File: config.mk
export PLATFORM = sky130hd
export DESIGN_NAME = nvram_access_ctrl_flat
export DESIGN_NICKNAME = d
export VERILOG_FILES = /design/src/rtl/atetris_pkg.sv /design/src/rtl/nvram_access_ctrl_if.sv /design/src/rtl/nvram_access_ctrl.sv /design/src/flat_wrapper.sv
export SDC_FILE = /design/constraint.sdc
export NUM_CORES = 1
export LEC_CHECK = 0
export BUFFER_PORTS_ARGS = -buffer_cell sky130_fd_sc_hd__buf_2
export CORE_ASPECT_RATIO = 1.4
export CORE_UTILIZATION = 51
export DETAILED_ROUTE_END_ITERATION = 12
export PLACE_DENSITY_LB_ADDON = 0.15
export SYNTH_ARGS = -nofsm -noshare
export SYNTH_HDL_FRONTEND = slang
export SYNTH_SLANG_ARGS = --single-unit
File: constraint.sdc
create_clock -name clk_sys -period 2.7 [get_ports clk_sys]
set_input_delay 0.27 -clock clk_sys [delete_from_list [all_inputs] [get_ports clk_sys]]
set_output_delay 0.27 -clock clk_sys [all_outputs]
set_load 0.02 [all_outputs]
File: src/rtl/atetris_pkg.sv
// Shared types for the atetris emu glue.
// NVRAM sequencer state and ioctl constants.
package atetris_pkg;

  typedef enum logic [1:0] {
    IDLE,
    REQ,
    ACTIVE,
    DONE
  } nvm_state_t;

  localparam logic [7:0] NVM_INDEX = 8'd4;
  localparam int IOCTL_AW = 25;

  function automatic logic in_range(
    input logic [IOCTL_AW-1:0] a,
    input int aw
  );
    return (a >> aw) == '0;
  endfunction

endpackage

File: src/rtl/nvram_access_ctrl_if.sv
// HPS ioctl bus and core NVRAM port bundles.
// master drives the request side of each bus.
interface ioctl_if;
  import atetris_pkg::*;

  logic                ioctl_download;
  logic                ioctl_upload;
  logic [7:0]          ioctl_index;
  logic                ioctl_wr;
  logic                ioctl_rd;
  logic [IOCTL_AW-1:0] ioctl_addr;
  logic [7:0]          ioctl_dout;
  logic [7:0]          ioctl_din;
  logic                ioctl_wait;

  modport master (
    output ioctl_download, ioctl_upload,
    output ioctl_index, ioctl_wr, ioctl_rd,
    output ioctl_addr, ioctl_dout,
    input  ioctl_din, ioctl_wait
  );

  modport slave (
    input  ioctl_download, ioctl_upload,
    input  ioctl_index, ioctl_wr, ioctl_rd,
    input  ioctl_addr, ioctl_dout,
    output ioctl_din, ioctl_wait
  );
endinterface

interface hs_if #(
  parameter int ADDR_W = 9
);
  logic [ADDR_W-1:0] hs_address;
  logic [7:0]        hs_data_in;
  logic              hs_write;
  logic [7:0]        hs_data_out;

  modport master (
    output hs_address, hs_data_in, hs_write,
    input  hs_data_out
  );

  modport slave (
    input  hs_address, hs_data_in, hs_write,
    output hs_data_out
  );
endinterface

File: src/rtl/nvram_access_ctrl.sv
// Arbitrates HPS NVRAM load/save against the running game.
// Pauses the core, settles, then owns the hs_* port.
module nvram_access_ctrl
  import atetris_pkg::*;
#(
  parameter int ADDR_W = 9,
  parameter int SETTLE = 8
) (
  input  logic   clk_sys,
  input  logic   RESET,
  ioctl_if.slave ioctl,
  hs_if.master   hs,
  input  logic   user_pause,
  output logic   pause,
  output logic   busy,
  output logic   ovf
);

  nvm_state_t        state;
  logic [7:0]        cnt;
  logic              first;
  logic              hold_vld;
  logic              hold_ok;
  logic [ADDR_W-1:0] hold_addr;
  logic [7:0]        hold_data;
  logic [1:0]        rd_ph;
  logic              rd_ok;

  logic sel;
  logic wr_req;
  logic rd_req;
  logic addr_ok;

  assign sel = (ioctl.ioctl_download
             | ioctl.ioctl_upload)
             & (ioctl.ioctl_index == NVM_INDEX);

  assign wr_req = sel & ioctl.ioctl_download
                & ioctl.ioctl_wr;
  assign rd_req = sel & ioctl.ioctl_upload
                & ioctl.ioctl_rd;
  assign addr_ok = in_range(ioctl.ioctl_addr,
                            ADDR_W);

  assign busy  = (state != IDLE);
  assign pause = user_pause | busy;

  // hold pending after the replay cycle means a write collided
  assign ioctl.ioctl_wait =
      (state == REQ)
    | (rd_ph != 2'd0)
    | ((state == ACTIVE) && hold_vld && !first);

  always_ff @(posedge clk_sys) begin
    if (RESET) begin
      state            <= IDLE;
      cnt              <= '0;
      first            <= 1'b0;
      hold_vld         <= 1'b0;
      hold_ok          <= 1'b0;
      hold_addr        <= '0;
      hold_data        <= '0;
      ovf              <= 1'b0;
      rd_ph            <= 2'd0;
      rd_ok            <= 1'b0;
      hs.hs_write      <= 1'b0;
      hs.hs_address    <= '0;
      hs.hs_data_in    <= '0;
      ioctl.ioctl_din  <= '0;
    end else begin
      hs.hs_write <= 1'b0;

      if (wr_req) begin
        hold_ok   <= addr_ok;
        hold_addr <= ioctl.ioctl_addr[ADDR_W-1:0];
        hold_data <= ioctl.ioctl_dout;
      end

      if (rd_ph == 2'd2) begin
        ioctl.ioctl_din <= rd_ok ? hs.hs_data_out
                                 : 8'hFF;
        rd_ph <= 2'd0;
      end else if (rd_ph == 2'd1) begin
        rd_ph <= 2'd2;
      end

      unique case (state)
        IDLE: begin
          if (sel) begin
            state    <= REQ;
            cnt      <= 8'(SETTLE - 1);
            hold_vld <= wr_req;
          end
        end
        REQ: begin
          if (!sel) begin
            state    <= DONE;
            hold_vld <= 1'b0;
          end else begin
            if (wr_req) begin
              hold_vld <= 1'b1;
              if (hold_vld) ovf <= 1'b1;
            end
            if (cnt == 8'd0) begin
              state <= ACTIVE;
              first <= 1'b1;
            end else begin
              cnt <= cnt - 8'd1;
            end
          end
        end
        ACTIVE: begin
          first <= 1'b0;
          // held byte goes first; a new one waits a cycle
          if (hold_vld) begin
            hold_vld <= wr_req;
            if (hold_ok) begin
              hs.hs_write   <= 1'b1;
              hs.hs_address <= hold_addr;
              hs.hs_data_in <= hold_data;
            end
          end else if (wr_req && addr_ok) begin
            hs.hs_write   <= 1'b1;
            hs.hs_address <=
              ioctl.ioctl_addr[ADDR_W-1:0];
            hs.hs_data_in <= ioctl.ioctl_dout;
          end
          if (rd_req && rd_ph == 2'd0) begin
            rd_ph <= 2'd1;
            rd_ok <= addr_ok;
            if (addr_ok) begin
              hs.hs_address <=
                ioctl.ioctl_addr[ADDR_W-1:0];
            end
          end
          if (!sel) state <= DONE;
        end
        DONE: begin
          state    <= IDLE;
          hold_vld <= 1'b0;
        end
      endcase
    end
  end

endmodule
File: src/flat_wrapper.sv
// flat-port wrapper written by rule: the top's interface ports become plain ports
module nvram_access_ctrl_flat import atetris_pkg::*;
#(
  parameter int ADDR_W = 9,
  parameter int SETTLE = 8
)
  (clk_sys, RESET, user_pause, pause, busy, ovf, ioctl_ioctl_download, ioctl_ioctl_upload, ioctl_ioctl_index, ioctl_ioctl_wr, ioctl_ioctl_rd, ioctl_ioctl_addr, ioctl_ioctl_dout, ioctl_ioctl_din, ioctl_ioctl_wait, hs_hs_address, hs_hs_data_in, hs_hs_write, hs_hs_data_out);
  ioctl_if ioctl_i ();
  hs_if #(.ADDR_W(ADDR_W)) hs_i ();
  input  logic clk_sys;
  input  logic RESET;
  input  logic user_pause;
  output logic pause;
  output logic busy;
  output logic ovf;
  input wire logic [$bits(ioctl_i.ioctl_download)-1:0] ioctl_ioctl_download;
  input wire logic [$bits(ioctl_i.ioctl_upload)-1:0] ioctl_ioctl_upload;
  input wire logic [$bits(ioctl_i.ioctl_index)-1:0] ioctl_ioctl_index;
  input wire logic [$bits(ioctl_i.ioctl_wr)-1:0] ioctl_ioctl_wr;
  input wire logic [$bits(ioctl_i.ioctl_rd)-1:0] ioctl_ioctl_rd;
  input wire logic [$bits(ioctl_i.ioctl_addr)-1:0] ioctl_ioctl_addr;
  input wire logic [$bits(ioctl_i.ioctl_dout)-1:0] ioctl_ioctl_dout;
  output wire logic [$bits(ioctl_i.ioctl_din)-1:0] ioctl_ioctl_din;
  output wire logic [$bits(ioctl_i.ioctl_wait)-1:0] ioctl_ioctl_wait;
  output wire logic [$bits(hs_i.hs_address)-1:0] hs_hs_address;
  output wire logic [$bits(hs_i.hs_data_in)-1:0] hs_hs_data_in;
  output wire logic [$bits(hs_i.hs_write)-1:0] hs_hs_write;
  input wire logic [$bits(hs_i.hs_data_out)-1:0] hs_hs_data_out;
  assign ioctl_i.ioctl_download = ioctl_ioctl_download;
  assign ioctl_i.ioctl_upload = ioctl_ioctl_upload;
  assign ioctl_i.ioctl_index = ioctl_ioctl_index;
  assign ioctl_i.ioctl_wr = ioctl_ioctl_wr;
  assign ioctl_i.ioctl_rd = ioctl_ioctl_rd;
  assign ioctl_i.ioctl_addr = ioctl_ioctl_addr;
  assign ioctl_i.ioctl_dout = ioctl_ioctl_dout;
  assign ioctl_ioctl_din = ioctl_i.ioctl_din;
  assign ioctl_ioctl_wait = ioctl_i.ioctl_wait;
  assign hs_hs_address = hs_i.hs_address;
  assign hs_hs_data_in = hs_i.hs_data_in;
  assign hs_hs_write = hs_i.hs_write;
  assign hs_i.hs_data_out = hs_hs_data_out;
  nvram_access_ctrl #(.ADDR_W(ADDR_W), .SETTLE(SETTLE)) u_core (.clk_sys(clk_sys), .RESET(RESET), .ioctl(ioctl_i), .hs(hs_i), .user_pause(user_pause), .pause(pause), .busy(busy), .ovf(ovf));
endmodule
Yosys cells after proc, flatten, opt, wreduce, memory -nomap -nowiden --
Cells that the tools add are included.
Operators by class: multiplexer cells 33, eq/ne operators 14, div/mod/pow operators 0, add/sub/neg operators 1, reduce and logical (&&, ||, !) cells 22, bitwise logic cells 10, shifts and indexed selects 0, order comparisons 0, multiply operators 0
Operators by type and width (count):
- two-way mux 8 bit | 7
- two-way mux 9 bit | 5
- logical NOT 25 bit | 1
- two-way mux 2 bit | 8
- case mux 8 bit (2 select lines) | 1
- nonzero test 2 bit | 5
- two-way mux 1 bit | 9
- AND reduction 3 bit | 3
- equality test 8 x 3 -> 1 bit, second input constant | 1
- logical NOT 8 bit | 1
- != test 2 bit, second input constant | 4
- case mux 2 bit (4 select lines) | 1
- AND reduction 4 bit | 2
- subtractor 8 x 1 -> 8 bit, second input constant | 1
- equality test 2 bit, second input constant | 3
- != test 3 bit, second input constant | 2
- AND 1 bit | 5
- equality test 2 x 1 -> 1 bit, second input constant | 2
- logical AND 1 bit | 4
- logical NOT 2 bit | 2
- != test 2 x 1 -> 1 bit, second input constant | 2
- bitwise OR 1 bit | 4
- case mux 1 bit (4 select lines) | 1
- AND reduction 2 bit | 2
- other kinds (4) | 4
Word-level totals: logic and storage cells 94, memories kept 0, output and inout port bits 30, latch bits 0, RAM bits 0, memory bits (read-only) 0, register bits 60

Longest topological paths before layout --
Gate-level depths: netlist (run 1).
word-level depth 9, depth in mapped cells 8

Worst setup path after synthesis (run 1) --
Ideal clock, no wire load.
path type register to register, start reg u_core.state[0], end reg u_core.hs.hs_data_in[0], setup time 87 ps, stages on the path, launching flop included 8, data required time 2613 ps, data arrival time 1861 ps, setup slack 752 ps, path buffers 1, path through dfxtp_1 -> inv_1 -> ha_1 -> buf_2 -> inv_1 -> nor3_1 -> nand3_4 -> o31ai_1
On the way: cells in the longest elaborated chain, start to end 2
RTL lines:
- start, declared | RTL line nvram_access_ctrl.sv:19 | nvm_state_t state;
- start signal, assigned | RTL line nvram_access_ctrl.sv:56 | state <= IDLE;
- start signal, assigned | RTL line nvram_access_ctrl.sv:90 | state <= REQ;
- start signal, assigned | RTL line nvram_access_ctrl.sv:97 | state <= DONE;
- equality test 2 bit | RTL line nvram_access_ctrl.sv:87 | unique case (state)
- AND reduction 3 bit (no source line)
- end signal, assigned | RTL line nvram_access_ctrl.sv:120 | hs.hs_data_in <= hold_data;
- end signal, assigned | RTL line nvram_access_ctrl.sv:126 | hs.hs_data_in <= ioctl.ioctl_dout;
- end, declared | RTL line nvram_access_ctrl_if.sv:40 | output hs_address, hs_data_in, hs_write,
Every way passes these cells. A chain may end at the register's enable or synchronous reset.

Worst setup path after layout (run 1) --
start reg u_core.state[1], end reg u_core.cnt[2]
On the way: cells in the longest elaborated chain, start to end 3, elaborated cells on any way between the ends 8, classes of those cells eq/ne: 4; mux: 1; reduce/logical: 3
RTL lines:
- equality test 2 x 1 -> 1 bit / logical NOT 2 bit (equally long branches) | RTL line nvram_access_ctrl.sv:87
- != test 2 bit (no source line), or another cell as far along
- AND reduction 4 bit (no source line)
- end signal, assigned | RTL line nvram_access_ctrl.sv:91 | cnt <= 8'(SETTLE - 1);
- end signal, assigned | RTL line nvram_access_ctrl.sv:108 | cnt <= cnt - 8'd1;
- end, declared | RTL line nvram_access_ctrl.sv:20 | logic [7:0] cnt;
Parallel ways exist; a longest one is shown, timed or not.

==> results of run 1 <==
## state kept, by name (all words and copies together) (netlist names)
register and flops:
u_core.ioctl.ioctl_din 8, u_core.rd_ok 1, u_core.hs.hs_address 9, u_core.state 2, u_core.hold_addr 9, u_core.rd_ph 2, u_core.hs.hs_write 1, u_core.hold_vld 1
u_core.hold_ok 1, u_core.ovf 1, u_core.first 1, u_core.hold_data 8, u_core.cnt 8, u_core.hs.hs_data_in 8
## cell usage after synthesis (3+ instances only)
| cell type | number | area share, % |
|---|---|---|
| nand2_1 | 21 | 2.6 |
| a21oi_1 | 15 | 2.5 |
| a311o_1 | 8 | 2.6 |
| o21ai_0 | 14 | 2.3 |
| buf_2 | 5 | 0.82 |
| a31oi_1 | 4 | 0.82 |
| mux2_2 | 9 | 3.3 |
| nor2b_1 | 3 | 0.62 |
| nand4_1 | 4 | 0.82 |
| inv_1 | 25 | 3.1 |
| clkbuf_1 | 15 | 1.9 |
| nor4_1 | 5 | 1.0 |
| nand3_1 | 3 | 0.49 |
| o31ai_1 | 22 | 5.4 |
| nor3_1 | 13 | 2.1 |
| or4_1 | 7 | 1.7 |
| a311oi_1 | 8 | 2.3 |
| mux2i_1 | 20 | 6.6 |
| ha_1 | 5 | 2.1 |
| dfxtp_1 | 60 | 39 |
| nor2_1 | 44 | 5.4 |
## layer usage
metal | GRT usage [%] | up-vias | wire [um] | share of wire [%]
met5 | 0 | - | 0 | 0
met4 | 12.41 | 0 | 159 | 2.0
met3 | 5.122 | 15 | 454 | 5.8
met2 | 44.25 | 111 | 4030 | 52
met1 | 30.75 | 1414 | 3147 | 40
li1 | - | 1457 | - | -
## logic make-up (layout without fill, tap and decap cells)
group	count (synthesis)	in the layout
buffers and inverters	47	137
AND/OR/NAND/NOR	122	122
multiplexers	29	29
AO/OA/AOI/OAI	86	86
adder cells (fa/ha/maj)	5	5
flip-flops	60	60
## worst max-delay path, stage by stage, from the launching register on
cell     delay [ns]
dfxtp_1        0.35
inv_1          0.09
ha_1           0.37
or2_2          0.21
nand4_1        0.33
or4_1          0.61
a31oi_1        0.16
## cell type report
class / instances / area, um^2 / area share [%]
inverter: 25 / 93.84 / 2.508
clock buffer: 12 / 155.1 / 4.147
sequential: 60 / 1201 / 32.11
clock inverter: 4 / 47.55 / 1.271
timing repair buffer: 96 / 508.0 / 13.58
tap: 68 / 85.08 / 2.274
multi-input combinational: 242 / 1650 / 44.11
## power by group through the flow
stage | Clock (W) | Sequential [W] | Combinational [W]
2_1_floorplan | 0 | 0.000906 | 0.0000412
3_3_place_gp | 0 | 0.000906 | 0.0000997
3_5_place_dp | 0 | 0.000906 | 0.000102
4_1_cts | 0.000836 | 0.000886 | 0.000103
5_1_grt | 0.000881 | 0.000885 | 0.000112
6_report | 0.000828 | 0.000886 | 0.000103
## layout by cell type (no fill, tap or decap), types with 9 or more instances in the layout
| cell | instances |
|---|---|
| a21oi_1 | 15 |
| buf_2 | 85 |
| buf_4 | 11 |
| clkbuf_8 | 11 |
| dfxtp_1 | 60 |
| inv_1 | 25 |
| mux2_2 | 9 |
| mux2i_1 | 20 |
| nand2_1 | 21 |
| nor2_1 | 44 |
| nor3_1 | 13 |
| o21ai_0 | 14 |
| o31ai_1 | 22 |
## worst paths after layout
| check | startpoint | cells past startpoint | endpoint | slack, ns |
|---|---|---|---|---|
| worst max-delay path | u_core.state[1] | 6 | u_core.cnt[2] | 0.51 |
| worst min-delay path | ioctl_ioctl_dout[1] | 3 | u_core.hold_data[1] | 0.18 |
| worst max register to register | u_core.state[1] | 6 | u_core.cnt[2] | 0.51 |
| worst min register to register | u_core.hs.hs_address[4] | 2 | u_core.hs.hs_address[4] | 0.48 |
## through the flow
step	instance area (um^2)	setup slack (ns)	util [%]	power (W)
final	3741	0.5143	66.27	0.001817
after global routing	3741	0.3297	66.27	0.001878
after global placement	3538	0.6621	62.68	0.001006
after detailed placement	3538	0.6176	62.68	0.001008
after floorplan	3042	0.7516	-	0.0009470
after CTS	3741	0.5529	66.27	0.001825
==> flow_summary.json, run 1 <==
{
  "ios": 86,
  "ys_ff_latch": 60,
  "crit_type": "flip-flop to flip-flop",
  "overflow": 0,
  "post_cts_resized": 0,
  "vias": 2997,
  "power.share.switching_pct": 22.74,
  "clk_pin_slew_ns": 0.07,
  "synthSimpleGateAreaFrac_pct": 22.05,
  "finalHoldViolCount": 0,
  "rsz0062_at_grt": "no",
  "post_drt_via_cell_ratio": 5.911,
  "dr.pass1.iters": 5,
  "endpoint_kind": "flip-flop",
  "drive_gt1_share_pct": 30.07,
  "cts_setup_buffers": 0,
  "grt_pass1_vias": 2679,
  "worst_ir_drop_vdd_mv": 0.3035,
  "syn_inst": 349,
  "wl_um": 7792,
  "start_util_pct": 53.88,
  "setup_tns_ns": 0,
  "dpl.hpwl_um": 5500,
  "synth_top_flop_cell": "dfxtp_1",
  "async_flop_share_pct": 0,
  "worst_hold_path_type": "primary input to flip-flop",
  "synth_area_um2": 3042,
  "ctsHoldBuffers": 0,
  "synth_edf_count": 0,
  "die_w_um": 67.27,
  "synth_fa_ha_area_share_pct": 2.057,
  "wl_per_cell_um": 15.37,
  "arrival_ns": 2.46,
  "core_um2": 5645,
  "power_switching_w": 0.0004132,
  "post-route-period-util_pct": 80.95,
  "critPathMaxFanout": 11,
  "grt_usage_pct": 26.17,
  "portBuffers": 85,
  "fillers": 494,
  "tightestPinTransition_ns": 0.9376,
  "powerDensity_nw_per_um2": 485.6,
  "hold_slack_ns": 0.1758,
  "synth.avg_cell_area_um2": 8.715,
  "relSlewSlack_pct": 37.37,
  "cts_made_buffers": 9,
  "setup_viol": 0,
  "insertion_delay_ns": 0.34,
  "clock_power_share_pct": 45.6,
  "leakage_nw": 1.709,
  "rows": 32,
  "grt_pass1_wl_um": 12360,
  "seqPwrFrac_pct": 48.8,
  "cp_data_required_time_ns": 2.97,
  "comb_power_share_pct": 5.7,
  "slew_viol_final": 0,
  "root_buffer": "clkbuf_8",
  "dieArea_um2": 6281,
  "h-tree-depth": 3,
  "worst_clock_skew_ns": 0.008384,
  "antenna_cells": 0,
  "gp_congestion": 0.8601,
  "syn-num-nets": 410,
  "fmax_mhz": 457.5,
  "synth_top_family_by_area": "simple AND/OR/NAND/NOR gates",
  "max-cap-violations": 0,
  "grt_max_degree": 27,
  "synth-compound-area-share_pct": 20.24,
  "synth_cell_type_count": 52,
  "min_period_ns": 2.186,
  "ys_warn_count": 0,
  "status": "finished, final reports clean",
  "ys_seq_area_share_pct": 39.49,
  "dpl.cell_count": 491,
  "drc_errors": 0,
  "detail-route-antenna-nets": 0,
  "cts_buffer_depth": 2,
  "cts_tree": "built",
  "drt_iter0_drc": 171,
  "synth.area.mux_share_pct": 9.914,
  "crit_path_start_kind": "flip-flop",
  "antenna_found_initial": 0,
  "nets": 495,
  "synth_xor_area_share_pct": 0,
  "final_cells": 507,
  "die_h_um": 93.38,
  "clkSinkCount": 60,
  "area_growth_pct": 22.99,
  "internal_power_w": 0.001404
}
No activity file was read; power rests on OpenSTA's default activity.
==> run 2, diff against run 1 <==
==> constraint.sdc (replaced) <==
create_clock -name clk_sys -period 2.2 [get_ports clk_sys]
set_input_delay 0.22 -clock clk_sys [delete_from_list [all_inputs] [get_ports clk_sys]]
set_output_delay 0.22 -clock clk_sys [all_outputs]
set_load 0.02 [all_outputs]
==> run 2 against run 1 <==
Against the previous run:
- wire length fell by 2.8%
- combinational power up 23%
- clock skew up 0.0019 ns
- critical endpoint is now u_core.cnt[5]
- register-to-register slack worse by 0.35 ns
- die area unchanged
- largest cell class unchanged
- power up 19%
- cell count grew 1.2%
- flip-flop and latch count unchanged
- via count is 1.8% lower
- highest routed layer unchanged
- global-route usage shrank 1.0 points
- setup slack worse by 0.35 ns
==> flow_summary.json, run 2 (synthesis results as in run 1) <==
{
  "die_h_um": 93.38,
  "worst_hold_path_type": "primary input to flip-flop",
  "vias": 2942,
  "powerDensity_nw_per_um2": 575.1,
  "post-route-period-util_pct": 92.65,
  "placed_area_um2": 3583,
  "worst_clock_skew_ns": 0.01030,
  "cts_buffer_depth": 2,
  "crit_slowest_cell": "or4_1",
  "grt_usage_pct": 25.13,
  "rows": 32,
  "root_buffer": "clkbuf_8",
  "drt_iter0_drc": 165,
  "reg_top3": "u_core.hold_addr: 9 flops, u_core.hs.hs_address: 9 flops",
  "cts_made_buffers": 9,
  "fmax_mhz": 490.6,
  "ios": 86,
  "antenna_cells": 0,
  "min_period_ns": 2.038,
  "leakage_nw": 1.730,
  "drive_gt1_share_pct": 30.79,
  "path_delay_family": "simple AND/OR/NAND/NOR gates",
  "wl_per_cell_um": 14.76,
  "start_util_pct": 53.88,
  "r2r_end": "u_core.cnt[5]",
  "nets": 501,
  "worst-path-buf-inv": 1,
  "tightestPinTransition_ns": 0.4643,
  "critical_path_depth": 6,
  "crit_path_start_kind": "flip-flop",
  "critPathMaxFanout": 9,
  "crit_type": "flip-flop to flip-flop",
  "insertion_delay_ns": 0.34,
  "detail-route-antenna-nets": 0,
  "wl_um": 7573,
  "dieArea_um2": 6281,
  "grt_max_degree": 38,
  "status": "finished, final reports clean",
  "drc_errors": 0,
  "area_growth_pct": 23.86,
  "h-tree-depth": 3,
  "portBuffers": 85,
  "grt_pass1_vias": 2743,
  "slew_viol_final": 0,
  "hold_slack_ns": 0.1240,
  "worst_ir_drop_vdd_mv": 0.3718,
  "grt_pass1_wl_um": 12050,
  "overflow": 0,
  "final_area_um2": 3767,
  "critical_path.endpoint": "u_core.cnt[5]",
  "startpoint": "u_core.state[0]",
  "gp_congestion": 0.8030,
  "antenna_found_initial": 0,
  "max-cap-violations": 0,
  "core_um2": 5645,
  "post_drt_via_cell_ratio": 5.735,
  "slowest_delay_ns": 0.60,
  "dr.pass1.iters": 4,
  "ctsHoldBuffers": 0,
  "clkSinkCount": 60,
  "arrival_ns": 2.32,
  "post_cts_resized": 0,
  "finalHoldViolCount": 0,
  "rsz0062_at_grt": "no",
  "reg2regPathDepth": 6,
  "cts_tree": "built",
  "worstPathCellList": "inv_1, ha_1, or2_2, nand4_1, or4_1, a21oi_1",
  "rrSetupSlack_ns": 0.16,
  "dpl.hpwl_um": 5450,
  "endpoint_kind": "flip-flop",
  "rr_startpoint": "u_core.state[0]",
  "final_cell_mix": "buf_2, dfxtp_1, nor2_1",
  "cts_setup_buffers": 0,
  "layout_commonest_cell": "buf_2",
  "relSlewSlack_pct": 68.97,
  "setup_tns_ns": 0,
  "cp_data_required_time_ns": 2.48,
  "setup_viol": 0,
  "clk_pin_slew_ns": 0.07,
  "die_w_um": 67.27
}
-- run 2: cell count changes in the layout (fill, tap and decap cells not counted) --
cell / change
clkbuf_1: +1
clkbuf_8: -2
clkinv_2: +1
buf_4: +6
-- run 2: how the worst min path moves through the flow --
stage / from / endpoint / slack, ns / cells past startpoint
floorplan: ioctl_ioctl_dout[6] / u_core.hs.hs_data_in[6] / 0.36 / 2
global placement: u_core.hs.hs_address[3] / u_core.hs.hs_address[3] / 0.46 / 2
global route: ioctl_ioctl_addr[0] / u_core.hold_addr[0] / 0.13 / 3
detailed placement: u_core.hs.hs_address[5] / u_core.hs.hs_address[5] / 0.46 / 2
CTS: ioctl_ioctl_addr[0] / u_core.hold_addr[0] / 0.12 / 3
finish: ioctl_ioctl_addr[0] / u_core.hold_addr[0] / 0.12 / 3
-- run 2: worst register-to-register path: stages (launching register included) --
cell and delay [ns]:
dfxtp_1 0.32, inv_1 0.12, ha_1 0.30, or2_2 0.18, nand4_1 0.31, or4_1 0.60
a21oi_1 0.15
-- run 2: cell type report --
type                       count  area, um^2
fill                         502        1878
timing repair buffer         102       553.0
tap                           68       85.08
sequential                    60        1201
clock buffer                  11       131.4
inverter                      25       93.84
multi-input combinational    242        1650
clock inverter                 5       52.55
-- run 2: power by group --
part	switching [W]	internal, W
clock network	0.000434	0.000518
registers	0.000000696	0.00109
logic	0.0000702	0.0000571
-- run 2: metrics by stage --
step / total power [W] / utilization [%] / worst slack [ns] / std cells
5_1_grt: 0.002240 / 66.73 / 0.04051 / 513
2_1_floorplan: 0.001162 / - / 0.2516 / 349
4_1_cts: 0.002186 / 66.73 / 0.1711 / 513
6_report: 0.002167 / 66.73 / 0.1617 / 513
3_5_place_dp: 0.001239 / 63.48 / 0.1811 / 497
3_3_place_gp: 0.001237 / 63.48 / 0.2467 / 497
-- run 2: routing by layer --
| layer | up-vias | part of all wire, % | wire length [um] | GRT usage (%) |
|---|---|---|---|---|
| met5 | - | 0 | 0 | 0 |
| met4 | 0 | 2.3 | 173 | 11.35 |
| met3 | 15 | 3.7 | 281 | 5.488 |
| li1 | 1474 | - | - | - |
| met2 | 66 | 52 | 3911 | 43.42 |
| met1 | 1387 | 42 | 3206 | 28.59 |
